## config.mk

```make
export PLATFORM = sky130hd
export DESIGN_NAME = layer_sequencer_flat
export DESIGN_NICKNAME = d
export VERILOG_FILES = /design/src/rtl/layer_sequencer_if.sv /design/src/rtl/layer_sequencer.sv /design/src/flat_wrapper.sv
export SDC_FILE = /design/constraint.sdc
export NUM_CORES = 1
export LEC_CHECK = 0
export CORE_AREA = 2 2 97 99
export CTS_BUF_LIST = sky130_fd_sc_hd__clkbuf_4
export DETAILED_ROUTE_END_ITERATION = 6
export DIE_AREA = 0 0 99 101
export PLACE_DENSITY_LB_ADDON = 0.3
export SYNTH_ARGS = -nofsm -noshare
export SYNTH_HDL_FRONTEND = slang
export SYNTH_SLANG_ARGS = --single-unit
```

## constraint.sdc

```tcl
create_clock -name clk -period 6.05 [get_ports clk]
set_clock_uncertainty 0.05 [all_clocks]
set_input_delay 1.21 -clock clk [delete_from_list [all_inputs] [get_ports clk]]
set_output_delay 1.21 -clock clk [all_outputs]
set_load 0.03 [all_outputs]
```

## src/rtl/layer_sequencer_if.sv

```systemverilog
// Bundle of host, descriptor-SRAM and control-register signals around layer_sequencer.
// The master modport is the sequencer side; slave is the environment side.
interface layer_sequencer_if #(
  parameter int DESC_ADDR_BITS = 6
);
  logic                      start;
  logic [4:0]                num_layers;
  logic                      busy;
  logic                      all_done;
  logic [3:0]                layer_idx;
  logic                      desc_re;
  logic [DESC_ADDR_BITS-1:0] desc_addr;
  logic [31:0]               desc_rdata;
  logic                      ctrl_reg_w_en;
  logic [1:0]                ctrl_reg_wsel;
  logic [31:0]               ctrl_reg_wdata;
  logic                      dla_done;

  modport master (
    input  start, num_layers, desc_rdata, dla_done,
    output busy, all_done, layer_idx, desc_re, desc_addr,
           ctrl_reg_w_en, ctrl_reg_wsel, ctrl_reg_wdata
  );

  modport slave (
    output start, num_layers, desc_rdata, dla_done,
    input  busy, all_done, layer_idx, desc_re, desc_addr,
           ctrl_reg_w_en, ctrl_reg_wsel, ctrl_reg_wdata
  );
endinterface

```

## src/rtl/layer_sequencer.sv

```systemverilog
// Fetches four descriptor words per layer into the DLA control registers, starts the
// accelerator via op_config bit0, waits for done, clears the start bit and moves on.
module layer_sequencer #(
  parameter int NUM_LAYERS_MAX = 16,
  parameter int DESC_ADDR_BITS = 6
) (
  input logic                clk,
  input logic                rst,
  layer_sequencer_if.master  bus
);

  typedef enum logic [2:0] {
    IDLE, FETCH, LOAD, WAIT_DONE, CLEAR, WAIT_IDLE, FINISH
  } state_t;

  state_t                    state_q;
  logic [4:0]                n_q;
  logic [1:0]                k_q;
  logic [3:0]                idx_q;
  logic [31:0]               opcfg_q;
  logic [31:0]               wdata_q;
  logic                      busy_q;
  logic                      all_done_q;
  logic                      desc_re_q;
  logic [DESC_ADDR_BITS-1:0] addr_q;
  logic                      w_en_q;
  logic [1:0]                wsel_q;

  logic [4:0]                n_clamped;
  logic [31:0]               load_wdata;
  logic                      last_layer;

  function automatic logic [DESC_ADDR_BITS-1:0] word_addr(input logic [3:0] idx,
                                                           input logic [1:0] k);
    logic [5:0] a;
    a = {idx, k};
    return DESC_ADDR_BITS'(a);
  endfunction

  assign n_clamped  = (bus.num_layers > 5'(NUM_LAYERS_MAX)) ? 5'(NUM_LAYERS_MAX)
                                                             : bus.num_layers;
  // SRAM data lands in the LOAD cycle itself, so it is the one input routed straight out.
  assign load_wdata = {bus.desc_rdata[31:1], bus.desc_rdata[0] | (k_q == 2'd3)};
  assign last_layer = ({1'b0, idx_q} + 5'd1) == n_q;

  always_ff @(posedge clk or negedge rst) begin
    if (!rst) begin
      state_q    <= IDLE;
      n_q        <= '0;
      k_q        <= '0;
      idx_q      <= '0;
      opcfg_q    <= '0;
      wdata_q    <= '0;
      busy_q     <= 1'b0;
      all_done_q <= 1'b0;
      desc_re_q  <= 1'b0;
      addr_q     <= '0;
      w_en_q     <= 1'b0;
      wsel_q     <= '0;
    end else begin
      all_done_q <= 1'b0;
      case (state_q)
        IDLE: begin
          // The cycle carrying all_done is still part of the finished run.
          if (bus.start && !all_done_q) begin
            busy_q <= 1'b1;
            n_q    <= n_clamped;
            if (n_clamped == 5'd0) begin
              state_q <= FINISH;
            end else begin
              idx_q     <= '0;
              desc_re_q <= 1'b1;
              addr_q    <= word_addr(4'd0, 2'd0);
              state_q   <= FETCH;
            end
          end
        end
        FETCH: begin
          k_q       <= '0;
          w_en_q    <= 1'b1;
          wsel_q    <= 2'd0;
          desc_re_q <= 1'b1;
          addr_q    <= word_addr(idx_q, 2'd1);
          state_q   <= LOAD;
        end
        LOAD: begin
          if (k_q == 2'd3) begin
            w_en_q    <= 1'b0;
            wsel_q    <= '0;
            opcfg_q   <= load_wdata;
            state_q   <= WAIT_DONE;
          end else begin
            k_q       <= k_q + 2'd1;
            wsel_q    <= k_q + 2'd1;
            desc_re_q <= (k_q != 2'd2);
            addr_q    <= (k_q != 2'd2) ? word_addr(idx_q, k_q + 2'd2) : '0;
          end
        end
        WAIT_DONE: begin
          if (bus.dla_done) begin
            w_en_q  <= 1'b1;
            wsel_q  <= 2'd3;
            wdata_q <= {opcfg_q[31:1], 1'b0};
            state_q <= CLEAR;
          end
        end
        CLEAR: begin
          w_en_q  <= 1'b0;
          wsel_q  <= '0;
          wdata_q <= '0;
          state_q <= WAIT_IDLE;
        end
        WAIT_IDLE: begin
          if (!bus.dla_done) begin
            if (last_layer) begin
              state_q <= FINISH;
            end else begin
              idx_q     <= idx_q + 4'd1;
              desc_re_q <= 1'b1;
              addr_q    <= word_addr(idx_q + 4'd1, 2'd0);
              state_q   <= FETCH;
            end
          end
        end
        FINISH: begin
          all_done_q <= 1'b1;
          busy_q     <= 1'b0;
          state_q    <= IDLE;
        end
        default: state_q <= IDLE;
      endcase
    end
  end

  assign bus.busy           = busy_q;
  assign bus.all_done       = all_done_q;
  assign bus.layer_idx      = idx_q;
  assign bus.desc_re        = desc_re_q;
  assign bus.desc_addr      = addr_q;
  assign bus.ctrl_reg_w_en  = w_en_q;
  assign bus.ctrl_reg_wsel  = wsel_q;
  assign bus.ctrl_reg_wdata = (state_q == LOAD) ? load_wdata : wdata_q;

endmodule

```

## src/flat_wrapper.sv

```systemverilog
// flat-port wrapper written by rule: the top's interface ports become plain ports
module layer_sequencer_flat 
#(
  parameter int NUM_LAYERS_MAX = 16,
  parameter int DESC_ADDR_BITS = 6
)
  (clk, rst, bus_start, bus_num_layers, bus_desc_rdata, bus_dla_done, bus_busy, bus_all_done, bus_layer_idx, bus_desc_re, bus_desc_addr, bus_ctrl_reg_w_en, bus_ctrl_reg_wsel, bus_ctrl_reg_wdata);
  layer_sequencer_if #(.DESC_ADDR_BITS(DESC_ADDR_BITS)) bus_i ();
  input logic clk;
  input logic rst;
  input wire logic [$bits(bus_i.start)-1:0] bus_start;
  input wire logic [$bits(bus_i.num_layers)-1:0] bus_num_layers;
  input wire logic [$bits(bus_i.desc_rdata)-1:0] bus_desc_rdata;
  input wire logic [$bits(bus_i.dla_done)-1:0] bus_dla_done;
  output wire logic [$bits(bus_i.busy)-1:0] bus_busy;
  output wire logic [$bits(bus_i.all_done)-1:0] bus_all_done;
  output wire logic [$bits(bus_i.layer_idx)-1:0] bus_layer_idx;
  output wire logic [$bits(bus_i.desc_re)-1:0] bus_desc_re;
  output wire logic [$bits(bus_i.desc_addr)-1:0] bus_desc_addr;
  output wire logic [$bits(bus_i.ctrl_reg_w_en)-1:0] bus_ctrl_reg_w_en;
  output wire logic [$bits(bus_i.ctrl_reg_wsel)-1:0] bus_ctrl_reg_wsel;
  output wire logic [$bits(bus_i.ctrl_reg_wdata)-1:0] bus_ctrl_reg_wdata;
  assign bus_i.start = bus_start;
  assign bus_i.num_layers = bus_num_layers;
  assign bus_i.desc_rdata = bus_desc_rdata;
  assign bus_i.dla_done = bus_dla_done;
  assign bus_busy = bus_i.busy;
  assign bus_all_done = bus_i.all_done;
  assign bus_layer_idx = bus_i.layer_idx;
  assign bus_desc_re = bus_i.desc_re;
  assign bus_desc_addr = bus_i.desc_addr;
  assign bus_ctrl_reg_w_en = bus_i.ctrl_reg_w_en;
  assign bus_ctrl_reg_wsel = bus_i.ctrl_reg_wsel;
  assign bus_ctrl_reg_wdata = bus_i.ctrl_reg_wdata;
  layer_sequencer #(.NUM_LAYERS_MAX(NUM_LAYERS_MAX), .DESC_ADDR_BITS(DESC_ADDR_BITS)) u_core (.clk(clk), .rst(rst), .bus(bus_i));
endmodule
```

==> summary.md, run 1 <==
| Metric | Value |
|---|---|
| VDD IR max | `265 uV` |
| Antenna Nets Post-Route | `0` |
| CTS clk-pin slew, worst paths | `0.13 ns` |
| Yosys top cell area share | `50.7%` |
| Global route overflow | `0` |
| # fillers | `742` |
| Clk Latency, worst-skew pair | `0.43 ns` |
| Hold_buf cts | `0` |
| Count leader, synth | `dfrtp_1` |
| Status | `finished, final reports clean` |
| Post-synth top cells | `dfrtp_1 (88), mux2_2 (63), nand2_1 (53)` |
| Critical Path Fanout Max | `34` |
| Resized cells post-CTS | `0` |
| Final core utilization | `60.4%` |
| Max-Cap Viols | `0` |
| Drt first pass iters | `4` |
| DIE HEIGHT | `101 um` |
| Min-delay worst type | `reg2reg` |
| R2r endpoint | `u_core.opcfg_q[10]` |
| Ports | `89` |
| Initial antenna violation count | `0` |
| P per Cell Area | `490 nW/um2` |
| DRC viols | `0` |
| HPWL after DPL | `6360 um` |
| RSZ-0062 raised after global routing | `no` |
| H-Tree Depth | `3` |
| GP Congestion | `0.831` |
| Syn Nets | `426` |
| Final period util | `77.2%` |
| Layout cell share with drive strength beyond 1 | `21.7%` |
| Worst Path Required | `4.79 ns` |
| WL per Instance | `16.4 um` |
| Pin count of the biggest net entering global routing | `89` |
| Hold Path Sink | `u_core.bus.desc_addr[0]` |
| Critical path capture point type | `output port` |
| Area growth, synth to finish | `24.9%` |
| CP arrival | `3.41 ns` |
| Syn Inst Count | `382` |
| DRT iter0 DRCs | `203` |
| Post-synth top area cell | `dfrtp_1` |
| Pleak | `2.40 nW` |
| EDFF count, synth | `0` |
| Final setup viols | `0` |
| Vias/cell | `5.56` |
| First-pass GRT wire length | `16400 um` |
| Port bufs | `88` |
| Initial Utilization | `48.4%` |
| Die footprint | `10000 um2` |
| Crit Path Category | `reg2out` |
| TritonCTS buffer count | `9` |
| Seq. cell area | `2200 um2` |
| Hold Fails Final Rpt | `0` |
| Seq cells post-synth | `88` |
| Setup TNS | `0 ns` |
| Final Max Tran Viols | `0` |
| R2R setup slack | `3.02 ns` |
| Antenna Diode Count | `0` |
| Syn. warnings | `0` |
| Vias in the first global route | `3304` |
| Least-Margin Pin Slew | `1.17 ns` |
| Area contributors post-synth | `dfrtp_1 (51%), mux2_2 (16%), nand2_1 (4.6%)` |
| Core area | `8980 um2` |
| Synth Cell Area | `4340 um2` |
| Total chip power | `2.66 mW` |
| CTS tree | `yes` |
| Worst r2r path cells | `4` |
| Asr flop ratio synth | `100%` |
| Total Routing Usage GR | `20.5%` |
| # rows | `35` |
| Register area share after synthesis | `50.7%` |
| Max Root-Sink Buffers | `2` |
| Fmax | `0.214 GHz` |
| Unique masters post-synth | `53` |
| Worst Hold Depth | `1` |
| Die Wd | `99 um` |
| Hold_sp | `u_core.bus.desc_addr[0]` |
| Crit start category | `register` |
| Nets | `504` |
| Post-CTS setup buffer count | `0` |
| Period minus WS final | `4.67 ns` |
| Mean area per synthesized cell | `11.4 um2` |
| Max-slew headroom | `21.3%` |
| Clock sinks | `88` |
| Vias | `3202` |
| Post-Route WL | `9440 um` |
| Multi-input logic area | `1970 um2` |
| Main synth FF type | `dfrtp_1` |
| Reg-to-Reg Start | `u_core.state_q[1]` |
| Clk Tree Root Cell | `clkbuf_4` |
-- critical path: stages, from the launching register on --
cell	delay, ns
dfrtp_1	0.76
nand2b_1	0.36
nor2_4	0.82
mux2_2	0.42
clkdlybuf4s50_1	0.60
-- power breakdown --
| part | internal, mW | leakage (nW) | switching [mW] |
|---|---|---|---|
| Sequential | 0.796 | 1.18 | 0.178 |
| Clock | 0.213 | 0.0980 | 0.197 |
| Combinational | 0.606 | 1.13 | 0.671 |
| Total | 1.62 | 2.40 | 1.05 |
-- metrics by stage --
step / instance area, um2 / std cells / setup WS (ns) / hold WS (ns)
finish: 5430 / 576 / 1.38 / 0.446
global route: 5430 / 576 / 1.11 / 0.485
CTS: 5430 / 576 / 1.36 / 0.450
detailed placement: 5240 / 560 / 1.87 / 0.420
global placement: 5240 / 560 / 1.95 / 0.413
floorplan: 4340 / 382 / 3.18 / 0.408
-- worst max-delay path by stage --
| stage | start | to | slack (ns) |
|---|---|---|---|
| finish | u_core.state_q[1] | bus_ctrl_reg_wdata[31] | 1.38 |
| floorplan | u_core.state_q[1] | bus_ctrl_reg_wdata[10] | 3.18 |
| CTS | u_core.state_q[1] | bus_ctrl_reg_wdata[31] | 1.36 |
| detailed placement | u_core.state_q[1] | bus_ctrl_reg_wdata[26] | 1.87 |
| global placement | u_core.state_q[1] | bus_ctrl_reg_wdata[9] | 1.95 |
| global route | u_core.state_q[1] | bus_ctrl_reg_wdata[31] | 1.11 |
-- cell usage in the layout, fill, tap and decap left out, drive strengths merged, types with 2 or more instances in the layout --
cell type / instances
a211o: 2
a211oi: 3
a21oi: 29
a221oi: 3
a22o: 16
and3: 2
buf: 4
bufinv: 3
clkbuf: 10
clkdlybuf4s50: 87
clkinv: 4
dfrtp: 88
ha: 3
inv: 5
mux2: 70
nand2: 53
nand2b: 6
nand3: 5
nor2: 12
nor2b: 2
nor3: 8
nor3b: 2
o21ai: 21
o22ai: 4
o311ai: 2
xnor2: 4
xor2: 2
-- area by class of cell --
cell class	instances	share of cell area, %
Timing Repair Buffer	91	16.6
Inverter	6	0.507
Sequential cell	88	40.6
Tap cell	111	2.56
Multi-Input combinational cell	264	36.4
Clock buffer	10	1.38
Clock inverter	6	1.98
-- per-layer routing --
layer | share of wire (%) | up-vias | track usage [%] | routed length [um]
li1 | - | 1520 | - | -
met4 | 1.1 | 0 | 6.32 | 107
met5 | 0 | - | 0 | 0
met2 | 49 | 80 | 32.3 | 4620
met1 | 46 | 1592 | 28.9 | 4310
met3 | 4.2 | 10 | 4.02 | 396
-- sequential cells by signal, summed over array words and instances, names as in the netlist, 2 cells and up --
name                      count
u_core.n_q                    5
u_core.opcfg_q               31
u_core.state_q                3
u_core.bus.layer_idx          4
u_core.bus.desc_addr          6
u_core.k_q                    2
u_core.bus.ctrl_reg_wsel      2
u_core.wdata_q               31
-- cells by family (layout without fill, tap and decap cells) --
kind of cell / Yosys count / after routing / share of synthesized area (%)
muxes: 70 / 70 / 18.7
DFF: 88 / 88 / 50.7
AOI/OAI and AO/OA: 89 / 89 / 14.0
xor gates and xnor gates: 6 / 6 / 1.38
and+or+nand+nor: 96 / 96 / 10.3
buffers and inverters: 30 / 113 / 4.15
adders and majority gates: 3 / 3 / 0.864
(Power assumes the default switching activity.)
==> run 2: changes to the inputs <==
==> constraint.sdc (replaced) <==
create_clock -name clk -period 4.8 [get_ports clk]
set_clock_uncertainty 0.05 [all_clocks]
set_input_delay 0.96 -clock clk [delete_from_list [all_inputs] [get_ports clk]]
set_output_delay 0.96 -clock clk [all_outputs]
set_load 0.03 [all_outputs]
==> run 2 against run 1 <==
Flip-flop and latch count did not move. Non-clock buffer count rose by 2. Via count fell by 0.41%. Sequential share of layout area fell by 0.056 points. Largest power group unchanged. Cell count rose by 0.17%. Setup slack got worse by 0.75 ns. Critical path type unchanged. Power rose by 26%. Largest cell class unchanged. Critical endpoint is now bus_ctrl_reg_wdata[11]. Routed wire length rose by 0.50%.
==> summary.md, run 2 (synthesis gave the netlist of run 1 again) <==
| Metric | Value |
|---|---|
| Ports | `89` |
| Antenna Diode Count | `0` |
| Vias in the first global route | `3263` |
| Critical Path Fanout Max | `34` |
| Nets | `506` |
| Post-Route WL | `9480 um` |
| P per Cell Area | `617 nW/um2` |
| VDD IR max | `321 uV` |
| Resized cells post-CTS | `0` |
| Pin count of the biggest net entering global routing | `89` |
| GP Congestion | `0.870` |
| Least-Margin Pin Slew | `1.07 ns` |
| H-Tree Depth | `3` |
| Crit path buf inv count | `2` |
| Setup TNS | `0 ns` |
| Final period util | `86.9%` |
| Post-CTS setup buffer count | `0` |
| Largest delay contributor family on the critical path | `buffers and inverters` |
| Hold_buf cts | `0` |
| DRT iter0 DRCs | `203` |
| Fmax | `0.240 GHz` |
| Total chip power | `3.35 mW` |
| Die footprint | `10000 um2` |
| Status | `finished, final reports clean` |
| Max-Cap Viols | `0` |
| Slowest cell delay on critical path | `0.76 ns` |
| Final setup viols | `0` |
| Crit start category | `register` |
| Crit Path Category | `reg2out` |
| CTS clk-pin slew, worst paths | `0.13 ns` |
| WL per Instance | `16.4 um` |
| Critical-path top delay cell | `dfrtp_1` |
| # rows | `35` |
| Final core utilization | `60.5%` |
| Initial Utilization | `48.4%` |
| Area growth, synth to finish | `25.1%` |
| Most frequent cells in the layout | `dfrtp_1 (88), clkdlybuf4s50_1 (87), mux2_2 (63), nand2_1 (53), a21oi_1 (29)` |
| RSZ-0062 raised after global routing | `no` |
| CP arrival | `3.16 ns` |
| Initial antenna violation count | `0` |
| TritonCTS buffer count | `9` |
| Vias/cell | `5.53` |
| First-pass GRT wire length | `15900 um` |
| Global route overflow | `0` |
| Die Wd | `99 um` |
| Commonest non-fill, non-tap cell in the layout | `dfrtp_1` |
| Drt first pass iters | `5` |
| Pleak | `2.41 nW` |
| Worst Path Required | `3.79 ns` |
| HPWL after DPL | `6460 um` |
| Port bufs | `88` |
| CTS tree | `yes` |
| Hold Fails Final Rpt | `0` |
| Max-slew headroom | `28.5%` |
| Critical path capture point type | `output port` |
| DRC viols | `0` |
| Clock sinks | `88` |
| Total Routing Usage GR | `19.8%` |
| DIE HEIGHT | `101 um` |
| Max Root-Sink Buffers | `2` |
| Clk Tree Root Cell | `clkbuf_4` |
| # fillers | `732` |
| Core area | `8980 um2` |
| Period minus WS final | `4.17 ns` |
| Vias | `3189` |
| Final Max Tran Viols | `0` |
| Clk Latency, worst-skew pair | `0.43 ns` |
| Layout cell share with drive strength beyond 1 | `21.9%` |
| Min-delay worst type | `reg2reg` |
| Antenna Nets Post-Route | `0` |
| Cells along the critical path | `nand2b_1, nor2_4, buf_4, mux2_2, clkdlybuf4s50_1` |
==> run 2: layout make-up <==
| type | count | area (um2) | area share, % |
|---|---|---|---|
| Clock inverter | 6 | 108 | 1.98 |
| Clock buffer | 9 | 67.6 | 1.24 |
| Timing Repair Buffer | 93 | 916 | 16.9 |
| Sequential cell | 88 | 2200 | 40.5 |
| Tap cell | 111 | 139 | 2.56 |
| Inverter | 6 | 27.5 | 0.507 |
| Multi-Input combinational cell | 264 | 1970 | 36.3 |
==> run 2: power by group <==
part / switching, mW / leakage, nW / total (mW) / internal, mW
clock network: 0.247 / 0.0938 / 0.508 / 0.260
registers: 0.225 / 1.18 / 1.23 / 1.00
logic: 0.850 / 1.14 / 1.62 / 0.768
total: 1.32 / 2.41 / 3.35 / 2.03
==> run 2: final timing paths <==
| check | from | endpoint | slack, ns | cells past startpoint |
|---|---|---|---|---|
| min in group asynchronous | rst | u_core.wdata_q[22] | 0.67 | 1 |
| worst min register to register | u_core.bus.desc_addr[0] | u_core.bus.desc_addr[0] | 0.45 | 1 |
| worst max register to register | u_core.state_q[2] | u_core.wdata_q[11] | 1.89 | 6 |
| max in group asynchronous | rst | u_core.wdata_q[3] | 3.36 | 1 |
| worst min-delay path | u_core.bus.desc_addr[0] | u_core.bus.desc_addr[0] | 0.45 | 1 |
| worst max-delay path | u_core.state_q[1] | bus_ctrl_reg_wdata[11] | 0.63 | 5 |
==> run 2: stage by stage <==
stage | cell area [um2] | setup WS [ns] | hold slack (ns) | std cells
global placement | 5260 | 1.22 | 0.415 | 562
finish | 5430 | 0.630 | 0.449 | 577
floorplan | 4340 | 2.18 | 0.408 | 382
global route | 5430 | 0.514 | 0.474 | 577
detailed placement | 5260 | 1.13 | 0.423 | 562
CTS | 5430 | 0.640 | 0.452 | 577
==> run 2: routing by layer <==
| layer | part of all wire, % | wire [um] | GRT usage [%] | up-vias |
|---|---|---|---|---|
| met1 | 46 | 4390 | 27.1 | 1565 |
| met3 | 4.4 | 421 | 3.33 | 13 |
| met4 | 1.4 | 133 | 7.27 | 0 |
| li1 | - | - | - | 1525 |
| met5 | 0 | 0 | 0 | - |
| met2 | 48 | 4540 | 32.1 | 86 |
